==> src/rtl/y86_pkg.sv <==
// y86_pkg: shared Y86-64 constants, pipeline-control state encoding and the exception-status helper.
package y86_pkg;
  localparam logic [3:0] I_HALT   = 4'h0;
  localparam logic [3:0] I_NOP    = 4'h1;
  localparam logic [3:0] I_MRMOVQ = 4'h5;
  localparam logic [3:0] I_JXX    = 4'h7;
  localparam logic [3:0] I_RET    = 4'h9;
  localparam logic [3:0] I_POPQ   = 4'hB;
  localparam logic [3:0] RNONE    = 4'hF;
  localparam logic [2:0] S_AOK = 3'd1;
  localparam logic [2:0] S_HLT = 3'd2;
  localparam logic [2:0] S_ADR = 3'd3;
  localparam logic [2:0] S_INS = 3'd4;
  typedef enum logic [1:0] {IDLE = 2'd0, RUN = 2'd1, HALTED = 2'd2} state_t;
  function automatic logic is_exc(input logic [2:0] s);
    return s == S_HLT || s == S_ADR || s == S_INS;
  endfunction
endpackage

==> src/rtl/pipe_hazard_detect.sv <==
// pipe_hazard_detect: combinational load/use (lu), ret (rt) and mispredict (mp) hazard terms.
// Inputs: D/E/M stage icodes, decode sources, E_dstM, e_Cnd. Outputs: lu, rt, mp.
module pipe_hazard_detect
  import y86_pkg::*;
(
  input  logic [3:0] D_icode,
  input  logic [3:0] d_srcA,
  input  logic [3:0] d_srcB,
  input  logic [3:0] E_icode,
  input  logic [3:0] E_dstM,
  input  logic       e_Cnd,
  input  logic [3:0] M_icode,
  output logic       lu,
  output logic       rt,
  output logic       mp
);
  assign lu = (E_icode == I_MRMOVQ || E_icode == I_POPQ) && E_dstM != RNONE &&
              (E_dstM == d_srcA || E_dstM == d_srcB);
  assign rt = D_icode == I_RET || E_icode == I_RET || M_icode == I_RET;
  assign mp = E_icode == I_JXX && !e_Cnd;
endmodule

==> src/rtl/pipe_ctrl.sv <==
// pipe_ctrl: Y86-64 pipeline control - stall/bubble generation, IDLE/RUN/HALTED sequencing.
// Inputs: clk, rst (sync, active high), go, stage icodes/regs/status. Outputs: F/D/W stalls,
// D/E/M bubbles, running, halted, final_stat. With PIPE_CTRL_PERF_EN defined, adds saturating
// CNT_W-bit counters cyc_cnt, ret_cnt, stall_cnt, bub_cnt that count only in RUN.
module pipe_ctrl
  import y86_pkg::*;
#(
  parameter int CNT_W = 32
) (
  input  logic             clk,
  input  logic             rst,
  input  logic             go,
  input  logic [3:0]       D_icode,
  input  logic [3:0]       d_srcA,
  input  logic [3:0]       d_srcB,
  input  logic [3:0]       E_icode,
  input  logic [3:0]       E_dstM,
  input  logic             e_Cnd,
  input  logic [3:0]       M_icode,
  input  logic [2:0]       m_stat,
  input  logic [3:0]       W_icode,
  input  logic [2:0]       W_stat,
  output logic             F_stall,
  output logic             D_stall,
  output logic             D_bubble,
  output logic             E_bubble,
  output logic             M_bubble,
  output logic             W_stall,
  output logic             running,
  output logic             halted,
`ifdef PIPE_CTRL_PERF_EN
  output logic [CNT_W-1:0] cyc_cnt,
  output logic [CNT_W-1:0] ret_cnt,
  output logic [CNT_W-1:0] stall_cnt,
  output logic [CNT_W-1:0] bub_cnt,
`endif
  output logic [2:0]       final_stat
);
  state_t state, state_nx;
  logic lu, rt, mp, run, w_exc;
  pipe_hazard_detect u_hz (
    .D_icode(D_icode), .d_srcA(d_srcA), .d_srcB(d_srcB), .E_icode(E_icode),
    .E_dstM(E_dstM), .e_Cnd(e_Cnd), .M_icode(M_icode), .lu(lu), .rt(rt), .mp(mp)
  );
  always_ff @(posedge clk) begin
    if (rst) begin
      state      <= IDLE;
      final_stat <= S_AOK;
    end else begin
      state <= state_nx;
      if (run && w_exc) final_stat <= W_stat;
    end
  end
  // Outside RUN every register is frozen: stalls hold F/D/W, E and M get NOPs.
  always_comb begin
    run      = state == RUN;
    w_exc    = is_exc(W_stat);
    state_nx = state == IDLE && go ? RUN : run && w_exc ? HALTED : state;
    running  = run;
    halted   = state == HALTED;
    F_stall  = run ? lu | rt : 1'b1;
    D_stall  = run ? lu : 1'b1;
    D_bubble = run ? mp | (rt & ~lu) : 1'b0;
    E_bubble = run ? mp | lu : 1'b1;
    M_bubble = run ? is_exc(m_stat) | w_exc : 1'b1;
    W_stall  = run ? w_exc : 1'b1;
  end
`ifdef PIPE_CTRL_PERF_EN
  localparam logic [CNT_W-1:0] ONE = CNT_W'(1);
  always_ff @(posedge clk) begin
    if (rst) begin
      cyc_cnt   <= '0;
      ret_cnt   <= '0;
      stall_cnt <= '0;
      bub_cnt   <= '0;
    end else if (run) begin
      if (~&cyc_cnt) cyc_cnt <= cyc_cnt + ONE;
      if (~&ret_cnt && W_stat == S_AOK && W_icode != I_NOP) ret_cnt <= ret_cnt + ONE;
      if (~&stall_cnt && F_stall) stall_cnt <= stall_cnt + ONE;
      if (~&bub_cnt && (D_bubble || E_bubble)) bub_cnt <= bub_cnt + ONE;
    end
  end
`else
  logic unused_perf;
  assign unused_perf = ^{W_icode, {CNT_W{1'b0}}};
`endif
endmodule

==> config.mk <==
export PLATFORM = sky130hd
export DESIGN_NAME = pipe_ctrl
export DESIGN_NICKNAME = d
export VERILOG_FILES = /design/src/rtl/y86_pkg.sv /design/src/rtl/pipe_hazard_detect.sv /design/src/rtl/pipe_ctrl.sv
export SDC_FILE = /design/constraint.sdc
export NUM_CORES = 1
export LEC_CHECK = 0
export BUFFER_PORTS_ARGS = -buffer_cell sky130_fd_sc_hd__buf_2
export CAP_MARGIN = 10
export CORE_AREA = 2 2 39 41
export CTS_CLUSTER_DIAMETER = 60
export DETAILED_ROUTE_END_ITERATION = 8
export DIE_AREA = 0 0 41 43
export GPL_TIMING_DRIVEN = 0
export HOLD_SLACK_MARGIN = 0.05
export PLACE_DENSITY = 0.82
export SLEW_MARGIN = 30
export SYNTH_ARGS = -nofsm -noshare
export SYNTH_HDL_FRONTEND = slang
export SYNTH_SLANG_ARGS = --single-unit
==> constraint.sdc <==
create_clock -name clk -period 2 [get_ports clk]
set_input_delay 0.2 -clock clk [delete_from_list [all_inputs] [get_ports clk]]
set_output_delay 0.2 -clock clk [all_outputs]
set_load 0.01 [all_outputs]
==> results of run 1 <==
cells by family after synthesis:
family | synth area share, %
and+or+nand+nor | 37.71
muxes | 4.572
DFF | 22.86
buffers and inverters | 1.715
xor gates and xnor gates | 16.00
AOI/OAI and AO/OA | 17.14
registers in the layout, indices dropped and copies added, names as in the netlist:
register,count
final_stat,3
state,2
cell type report:
cell class,instances,area share (%)
flip-flops and latches,5,14.21
clock buffers,4,3.730
well taps,16,2.842
inverters,2,1.066
multi-input cells,51,46.89
repair buffers,44,31.26
layer usage:
metal  track usage [%]  vias to the layer above  routed length (µm)
li1                  -                      304                   -
met1             14.84                      254                 443
met2             24.06                       40                 597
met3             2.618                        4                 180
met4             8.000                        0                  28
met5                 0                        -                   0
where the power goes:
| part | internal [mW] | total, mW | leakage, nW | switching (mW) |
|---|---|---|---|---|
| Clock | 0.0757 | 0.121 | 0.0150 | 0.0452 |
| Combinational | 0.0595 | 0.117 | 0.300 | 0.0575 |
| Sequential | 0.106 | 0.111 | 0.0409 | 0.00476 |
Yosys cell counts:
cell / count
o21ai_0: 4
a211oi_1: 1
nand3b_1: 1
or3_1: 3
nand3_1: 1
nor4_1: 2
o21a_1: 1
nor4bb_1: 2
inv_1: 2
nand2_1: 5
dfxtp_1: 5
mux2i_1: 2
and4bb_2: 1
nand4_1: 1
nor3_1: 2
o2111a_1: 1
a21oi_1: 4
xor2_1: 8
nand2b_1: 5
nor2_1: 6
a211o_1: 1
path summary, 6_finish.rpt:
check | from | to | slack (ns) | cells after the start
worst max-delay path | state[1]$_SDFFE_PP0P_ | D_bubble | 0.45 | 5
worst min-delay path | W_stat[2] | final_stat[1]$_SDFFE_PP0P_ | 0.17 | 2
worst max register to register | state[1]$_SDFFE_PP0P_ | final_stat[1]$_SDFFE_PP0P_ | 0.86 | 4
worst min register to register | final_stat[2]$_SDFFE_PP0P_ | final_stat[2]$_SDFFE_PP0P_ | 0.48 | 2
worst max-delay path: stages, from the launching register on:
cell and delay (ns):
dfxtp_1 0.32, nand2b_1 0.22, inv_1 0.22, o21ai_0 0.12, nor2_1 0.09, buf_2 0.14
placed cells by master (no fill, tap or decap), drive strengths merged:
cell type and instances:
a211o 1, a211oi 1, a21oi 4, and4bb 1, buf 44, clkbuf 4, dfxtp 5, inv 2
mux2i 2, nand2 5, nand2b 5, nand3 1, nand3b 1, nand4 1, nor2 6, nor3 2
nor4 2, nor4bb 2, o2111a 1, o21a 1, o21ai 4, or3 3, xor2 8
==> reports/qor.txt, run 1 <==
grt total ovfl -> 0
hold_buf cts -> 0
Vias -> 602
Placed Area -> 678.2 µm²
sequential cell area -> 100.1 µm²
Hold Worst Slack -> 0.1699 ns
Die ar. -> 1763 µm²
CTS root buf -> clkbuf_4
Final min period -> 1.553 ns
LEAKAGE -> 0.3554 nW
YS warnings -> 0
Max VDD drop -> 0.3215 mV
synthesis-to-layout area growth -> 60.86%
DP Worst Slack -> 0.4469 ns
RSZ-0062 raised after global routing -> no
clock skew -> 0.0006695 ns
WL final -> 1.250 mm
global-route wire length before repair -> 1.725 mm
clock-pin transition on the worst setup and hold timing paths -> 0.04 ns
Slew Viols, Final -> 0
vias in the first global route -> 489
Placed Cells incl. Taps -> 118
Post-CTS Repair Setup Buffers -> 0
1st-pass router iterations -> 4
Port Buffer Count -> 44
Yosys reg bits -> 5
IO Count -> 49
fin area -> 704.4 µm²
final worst slack -> 0.4474 ns
Yosys top cell area share -> 22.86%
multi-input logic area -> 330.3 µm²
Max Freq -> 0.6441 GHz
mean post-synth cell area -> 7.550 µm²
clock insertion delay at the later pin of the skew report -> 0.25 ns
register area share after synthesis -> 22.86%
CP required -> 1.80 ns
Slew HR -> 70.51%
largest area contributor in the netlist -> dfxtp_1
Startpoint Class -> flip-flop
core area -> 1384 µm²
maximum clock insertion buffer count -> 2
cts bufs inserted -> 3
Final HPWL DP -> 1.059 mm
Die H -> 43 µm
Max Cap Viol -> 0
Fillers -> 146
largest net degree at the start of global routing -> 8
CTS tree -> yes
CTS H-tree depth -> 1
post-synth cell types -> 21
GRT Overall Usage -> 14.07%
HP Class -> primary input to flip-flop
layout cells sized above 1 -> 45.28%
Tcrit/Tclk final -> 77.63%
DIE WIDTH -> 41 µm
initial cell density of the core -> 31.65%
Synth Cell Area -> 437.9 µm²
number of nets in the layout -> 145
filler-free cell count of the finished design -> 122
critical path type -> flip-flop to output port
placer's final routability congestion estimate -> 0.7008
crit path max fanout -> 7
Worst-Margin Slew -> 0.4301 ns
vias per cell -> 4.934
PD cells -> 495.0 nW/µm²
DR DRC count -> 0
Core Util, Final -> 50.90%
critical path endpoint category -> output port
diodes inserted -> 0
wire per inst -> 10.25 µm
Syn Inst Count -> 58
total power -> 348.7 µW
ranking of synthesized cells by area -> dfxtp_1, xor2_1, nand2b_1
syn nets -> 96
antenna-violating nets left -> 0
setup TNS -> 0 ns
num rows -> 14
initial antenna violation count -> 0
final hold vios -> 0
critical path arrival -> 1.35 ns
Post-CTS Resized -> 0
endpoints failing setup -> 0
Iter 0 DRT Violations -> 9
status -> completed
clk sinks -> 5
Power figures use the tool's default switching activity.
==> run 2: changes to the inputs <==
--- a/config.mk
+++ b/config.mk
@@ -7,13 +7,13 @@
 export LEC_CHECK = 0
 export BUFFER_PORTS_ARGS = -buffer_cell sky130_fd_sc_hd__buf_2
 export CAP_MARGIN = 10
-export CORE_AREA = 2 2 39 41
+export CORE_MARGIN = 2
+export CORE_UTILIZATION = 29
 export CTS_CLUSTER_DIAMETER = 60
 export DETAILED_ROUTE_END_ITERATION = 8
-export DIE_AREA = 0 0 41 43
 export GPL_TIMING_DRIVEN = 0
 export HOLD_SLACK_MARGIN = 0.05
-export PLACE_DENSITY = 0.82
+export PLACE_DENSITY = 0.77
 export SLEW_MARGIN = 30
 export SYNTH_ARGS = -nofsm -noshare
 export SYNTH_HDL_FRONTEND = slang
==> constraint.sdc (replaced) <==
create_clock -name clk -period 1.3 [get_ports clk]
set_input_delay 0.13 -clock clk [delete_from_list [all_inputs] [get_ports clk]]
set_output_delay 0.13 -clock clk [all_outputs]
set_load 0.01 [all_outputs]
==> reports/qor.txt, run 2 (synthesis gave the netlist of run 1 again) <==
status -> complete, but fails checks
failing checks -> setup timing
Slew HR -> 69.45%
Port Buffer Count -> 44
Switch Pwr -> 173.7 µW
DR DRC count -> 0
CTS root buf -> clkbuf_4
IO Count -> 49
Die ar. -> 1837 µm²
RSZ-0062 raised after global routing -> yes
antenna-violating nets left -> 0
endpoints failing setup -> 3
number of nets in the layout -> 147
Hold Worst Slack -> 0.1171 ns
combinational power share -> 40.3%
Final HPWL DP -> 1.140 mm
LEAKAGE -> 0.4037 nW
global-route wire length before repair -> 2.249 mm
Final min period -> 1.383 ns
cts bufs inserted -> 3
core area -> 1454 µm²
CTS tree -> yes
CP required -> 1.17 ns
final worst slack -> -0.08344 ns
maximum clock insertion buffer count -> 2
DP Worst Slack -> -0.1194 ns
initial antenna violation count -> 0
critical path endpoint category -> output port
Worst-Margin Slew -> 0.4455 ns
clk sinks -> 5
HP Class -> primary input to flip-flop
layout cells sized above 1 -> 56.48%
most frequent cells in the layout -> buf_2, buf_6, nor2_1
1st-pass router iterations -> 4
Max VDD drop -> 0.6399 mV
clock power share -> 30.3%
max reg flops -> 3
Vias -> 603
clock insertion delay at the later pin of the skew report -> 0.24 ns
Regs by FF count -> final_stat (3), state (2)
diodes inserted -> 0
final hold vios -> 0
crit path max fanout -> 4
synthesis-to-layout area growth -> 99.14%
critical path arrival -> 1.25 ns
wire per inst -> 12.10 µm
Internal -> 414.3 µW
CTS H-tree depth -> 1
Max Cap Viol -> 0
num rows -> 14
commonest non-fill, non-tap cell in the layout -> buf_2
Net Sw Frac -> 29.53%
DIE WIDTH -> 42.86 µm
initial cell density of the core -> 30.12%
grt total ovfl -> 0
Slew Viols, Final -> 0
vias per cell -> 4.863
Die H -> 42.86 µm
Tcrit/Tclk final -> 106.4%
Iter 0 DRT Violations -> 7
clock skew -> 0.0001481 ns
largest net degree at the start of global routing -> 8
Core Util, Final -> 59.98%
WL final -> 1.500 mm
clock-pin transition on the worst setup and hold timing paths -> 0.04 ns
Max Freq -> 0.7228 GHz
Biggest register -> final_stat
Startpoint Class -> primary input
PD cells -> 674.2 nW/µm²
placer's final routability congestion estimate -> 0.6169
GRT Overall Usage -> 15.65%
Flop pwr share -> 29.4%
vias in the first global route -> 599
critical path type -> primary input to output port
==> run 2: cell count changes in the layout (fill, tap and decap cells not counted), moves of 2 or more <==
cell | previous run | this run
xor2_2 | 0 | 5
xor2_1 | 8 | 3
buf_2 | 44 | 29
buf_6 | 0 | 15
dfxtp_2 | 0 | 2
buf_4 | 0 | 2
dfxtp_1 | 5 | 3
==> run 2: final cells by class <==
class / instances / area (µm²)
fillers: 150 / 581.8
repair buffers: 46 / 329.1
well taps: 16 / 20.02
multi-input cells: 51 / 386.6
inverters: 2 / 7.507
flip-flops and latches: 5 / 102.6
clock buffers: 4 / 26.28
==> run 2: final timing paths <==
kind                                    from                         end  slack (ns)  cells past startpoint
hold reg to reg   final_stat[2]$_SDFFE_PP0P_  final_stat[2]$_SDFFE_PP0P_        0.49                      2
hold / removal                           rst       state[1]$_SDFFE_PP0P_        0.12                      2
setup / recovery                   E_dstM[0]                    E_bubble       -0.08                      6
setup reg to reg       state[1]$_SDFFE_PP0P_  final_stat[0]$_SDFFE_PP1P_        0.29                      3
==> run 2: what timing repair did <==
action                                  in CTS  in global routing
resized for setup                           26                  5
endpoints found under the setup margin       6                  4
setup buffers                                1                  1
hold buffers                                 0                  0
pin swaps                                   10                  4
==> run 2: through the flow <==
step | instance area, µm² | std cells | setup TNS [ns] | total power [mW]
floorplan | 437.9 | 58 | 0 | 0.2569
global placement | 678.2 | 118 | -0.2162 | 0.3493
detailed placement | 678.2 | 118 | -0.3196 | 0.3562
CTS | 834.6 | 123 | -0.1905 | 0.5816
global route | 872.1 | 124 | -0.5226 | 0.6337
finish | 872.1 | 124 | -0.2038 | 0.5880
==> run 2: power by group through the flow <==
| stage | logic [mW] | registers, mW | clock network (mW) |
|---|---|---|---|
| floorplan | 0.0830 | 0.174 | 0 |
| global placement | 0.177 | 0.173 | 0 |
| detailed placement | 0.183 | 0.173 | 0 |
| CTS | 0.225 | 0.173 | 0.184 |
| global route | 0.259 | 0.174 | 0.201 |
| finish | 0.237 | 0.173 | 0.178 |
==> run 2: critical path: stages <==
cell	delay, ns
buf_6	0.09
xor2_1	0.20
nor4_2	0.08
o2111a_1	0.26
or3_1	0.34
buf_2	0.15
==> run 2: metal layers <==
layer	routed length (µm)	vias up	global-route usage [%]	part of all wire, %
met5	0	-	0	0
li1	-	305	-	-
met2	851	27	33.64	57
met4	0	0	3.750	0
met1	502	271	13.62	33
met3	146	0	3.830	9.7
==> run 3: changes to the inputs <==
--- a/config.mk
+++ b/config.mk
@@ -7,8 +7,10 @@
 export LEC_CHECK = 0
 export BUFFER_PORTS_ARGS = -buffer_cell sky130_fd_sc_hd__buf_2
 export CAP_MARGIN = 10
+export CELL_PAD_IN_SITES_DETAIL_PLACEMENT = 1
+export CELL_PAD_IN_SITES_GLOBAL_PLACEMENT = 1
 export CORE_MARGIN = 2
-export CORE_UTILIZATION = 29
+export CORE_UTILIZATION = 18
 export CTS_CLUSTER_DIAMETER = 60
 export DETAILED_ROUTE_END_ITERATION = 8
 export GPL_TIMING_DRIVEN = 0
==> reports/qor.txt, run 3 (synthesis gave the netlist of run 1 again) <==
status -> complete, but fails checks
failing checks -> setup timing
CP required -> 1.17 ns
CTS root buf -> clkbuf_4
Worst Path Buf+Inv -> 2
most frequent cells in the layout -> buf_2, buf_6, xor2_2
WL final -> 2.010 mm
vias in the first global route -> 659
Regs by FF count -> final_stat (3), state (2)
largest net degree at the start of global routing -> 8
met1 WL -> 646 µm
Vias -> 639
slowest CP cell -> or3_1
Tcrit/Tclk final -> 108.4%
commonest non-fill, non-tap cell in the layout -> buf_2
num rows -> 17
LEAKAGE -> 0.4137 nW
Max Cap Viol -> 0
cts bufs inserted -> 3
core area -> 2255 µm²
Worst-Margin Slew -> 0.4744 ns
Die ar. -> 2844 µm²
wire per inst -> 14.67 µm
grt total ovfl -> 0
Met2 Wirelength -> 1.157 mm
maximum clock insertion buffer count -> 2
Crit. path cell count -> 5
Max VDD drop -> 0.4778 mV
antenna-violating nets left -> 0
clk sinks -> 5
DIE WIDTH -> 53.33 µm
fin area -> 937.1 µm²
placer's final routability congestion estimate -> 0.6391
RSZ-0062 raised after global routing -> yes
Core Util, Final -> 41.56%
CTS H-tree depth -> 1
final worst slack -> -0.1088 ns
Reg2Reg Depth -> 4
Slew Viols, Final -> 0
diodes inserted -> 0
Port Buffer Count -> 44
Crit path max-delay family -> simple AND/OR/NAND/NOR gates
DP Worst Slack -> -0.1144 ns
DR DRC count -> 0
initial cell density of the core -> 19.42%
final hold vios -> 0
layout cells sized above 1 -> 60.55%
Max Freq -> 0.7098 GHz
critical path endpoint category -> output port
synthesis-to-layout area growth -> 114.0%
max reg flops -> 3
Slew HR -> 67.47%
clock skew -> 0.008561 ns
clock insertion delay at the later pin of the skew report -> 0.25 ns
critical path arrival -> 1.28 ns
GRT Overall Usage -> 13.56%
crit path max fanout -> 2
initial antenna violation count -> 0
Placed Area -> 693.2 µm²
met3 wire length -> 175 µm
CP Cell Sequence -> buf_6 > and4bb_2 > or3_4 > or3_1 > buf_2
Iter 0 DRT Violations -> 1
IO Count -> 49
Hold Path Cell Cnt -> 2
critical path type -> primary input to output port
global-route wire length before repair -> 2.711 mm
Die H -> 53.33 µm
hold_buf cts -> 0
Biggest register -> final_stat
Startpoint Class -> primary input
CTS tree -> yes
1st-pass router iterations -> 2
Final min period -> 1.409 ns
highest metal used -> met4
vias per cell -> 4.664
crit-path max cell delay -> 0.36 ns
number of nets in the layout -> 148
endpoints failing setup -> 4
Final HPWL DP -> 1.371 mm
clock-pin transition on the worst setup and hold timing paths -> 0.05 ns
PD cells -> 661.1 nW/µm²
HP Class -> primary input to flip-flop
[run 3: cell count changes in the layout (fill, tap and decap cells not counted)]
cell and delta:
nor4_2 +1, nor4_1 -1, dfxtp_2 -1, xor2_2 +2, dfxtp_4 +1, inv_2 -1, xor2_4 +1, buf_4 +1
buf_6 -2, inv_4 +1, buf_8 +1, xor2_1 -3, buf_2 +1
[run 3: layer usage]
metal  vias up  GRT usage [%]
li1        303              -
met1       304          10.76
met2        29          29.63
met3         3          2.542
met4         0          6.410
met5         -              0
[run 3: metrics by stage]
step | instances | power, mW | hold slack, ns | TNS, ns
global route | 137 | 0.6640 | 0.1221 | -0.4094
CTS | 137 | 0.5947 | 0.1040 | -0.1971
finish | 137 | 0.6196 | 0.1132 | -0.2823
floorplan | 58 | 0.2569 | 0.1991 | 0
global placement | 130 | 0.3521 | 0.3547 | -0.2546
detailed placement | 130 | 0.3604 | 0.3775 | -0.3427
[run 3: worst paths after layout]
kind,start,endpoint,slack [ns]
worst max-delay path,E_icode[0],F_stall,-0.11
worst min-delay path,rst,state[1]$_SDFFE_PP0P_,0.11
worst max register to register,state[1]$_SDFFE_PP0P_,final_stat[0]$_SDFFE_PP1P_,0.15
worst min register to register,final_stat[2]$_SDFFE_PP0P_,final_stat[2]$_SDFFE_PP0P_,0.47
[run 3: area by class of cell]
type	instances	area, µm²
clock buffers	4	26.28
well taps	28	35.03
inverters	2	10.01
repair buffers	47	334.1
fillers	277	1318
flip-flops and latches	5	105.1
multi-input cells	51	426.7
[run 3: power breakdown]
group | leakage [nW] | internal (mW) | total (mW) | switching, mW
clock | 0.0150 | 0.116 | 0.183 | 0.0672
combinational | 0.357 | 0.144 | 0.264 | 0.119
sequential | 0.0419 | 0.164 | 0.173 | 0.00890
total | 0.414 | 0.424 | 0.620 | 0.196
[run 3: repair_timing]
action / CTS / global route
buffers inserted: 3 / 0
pin swaps: 10 / 5
resized for setup: 24 / 15
endpoints found under the setup margin: 7 / 4
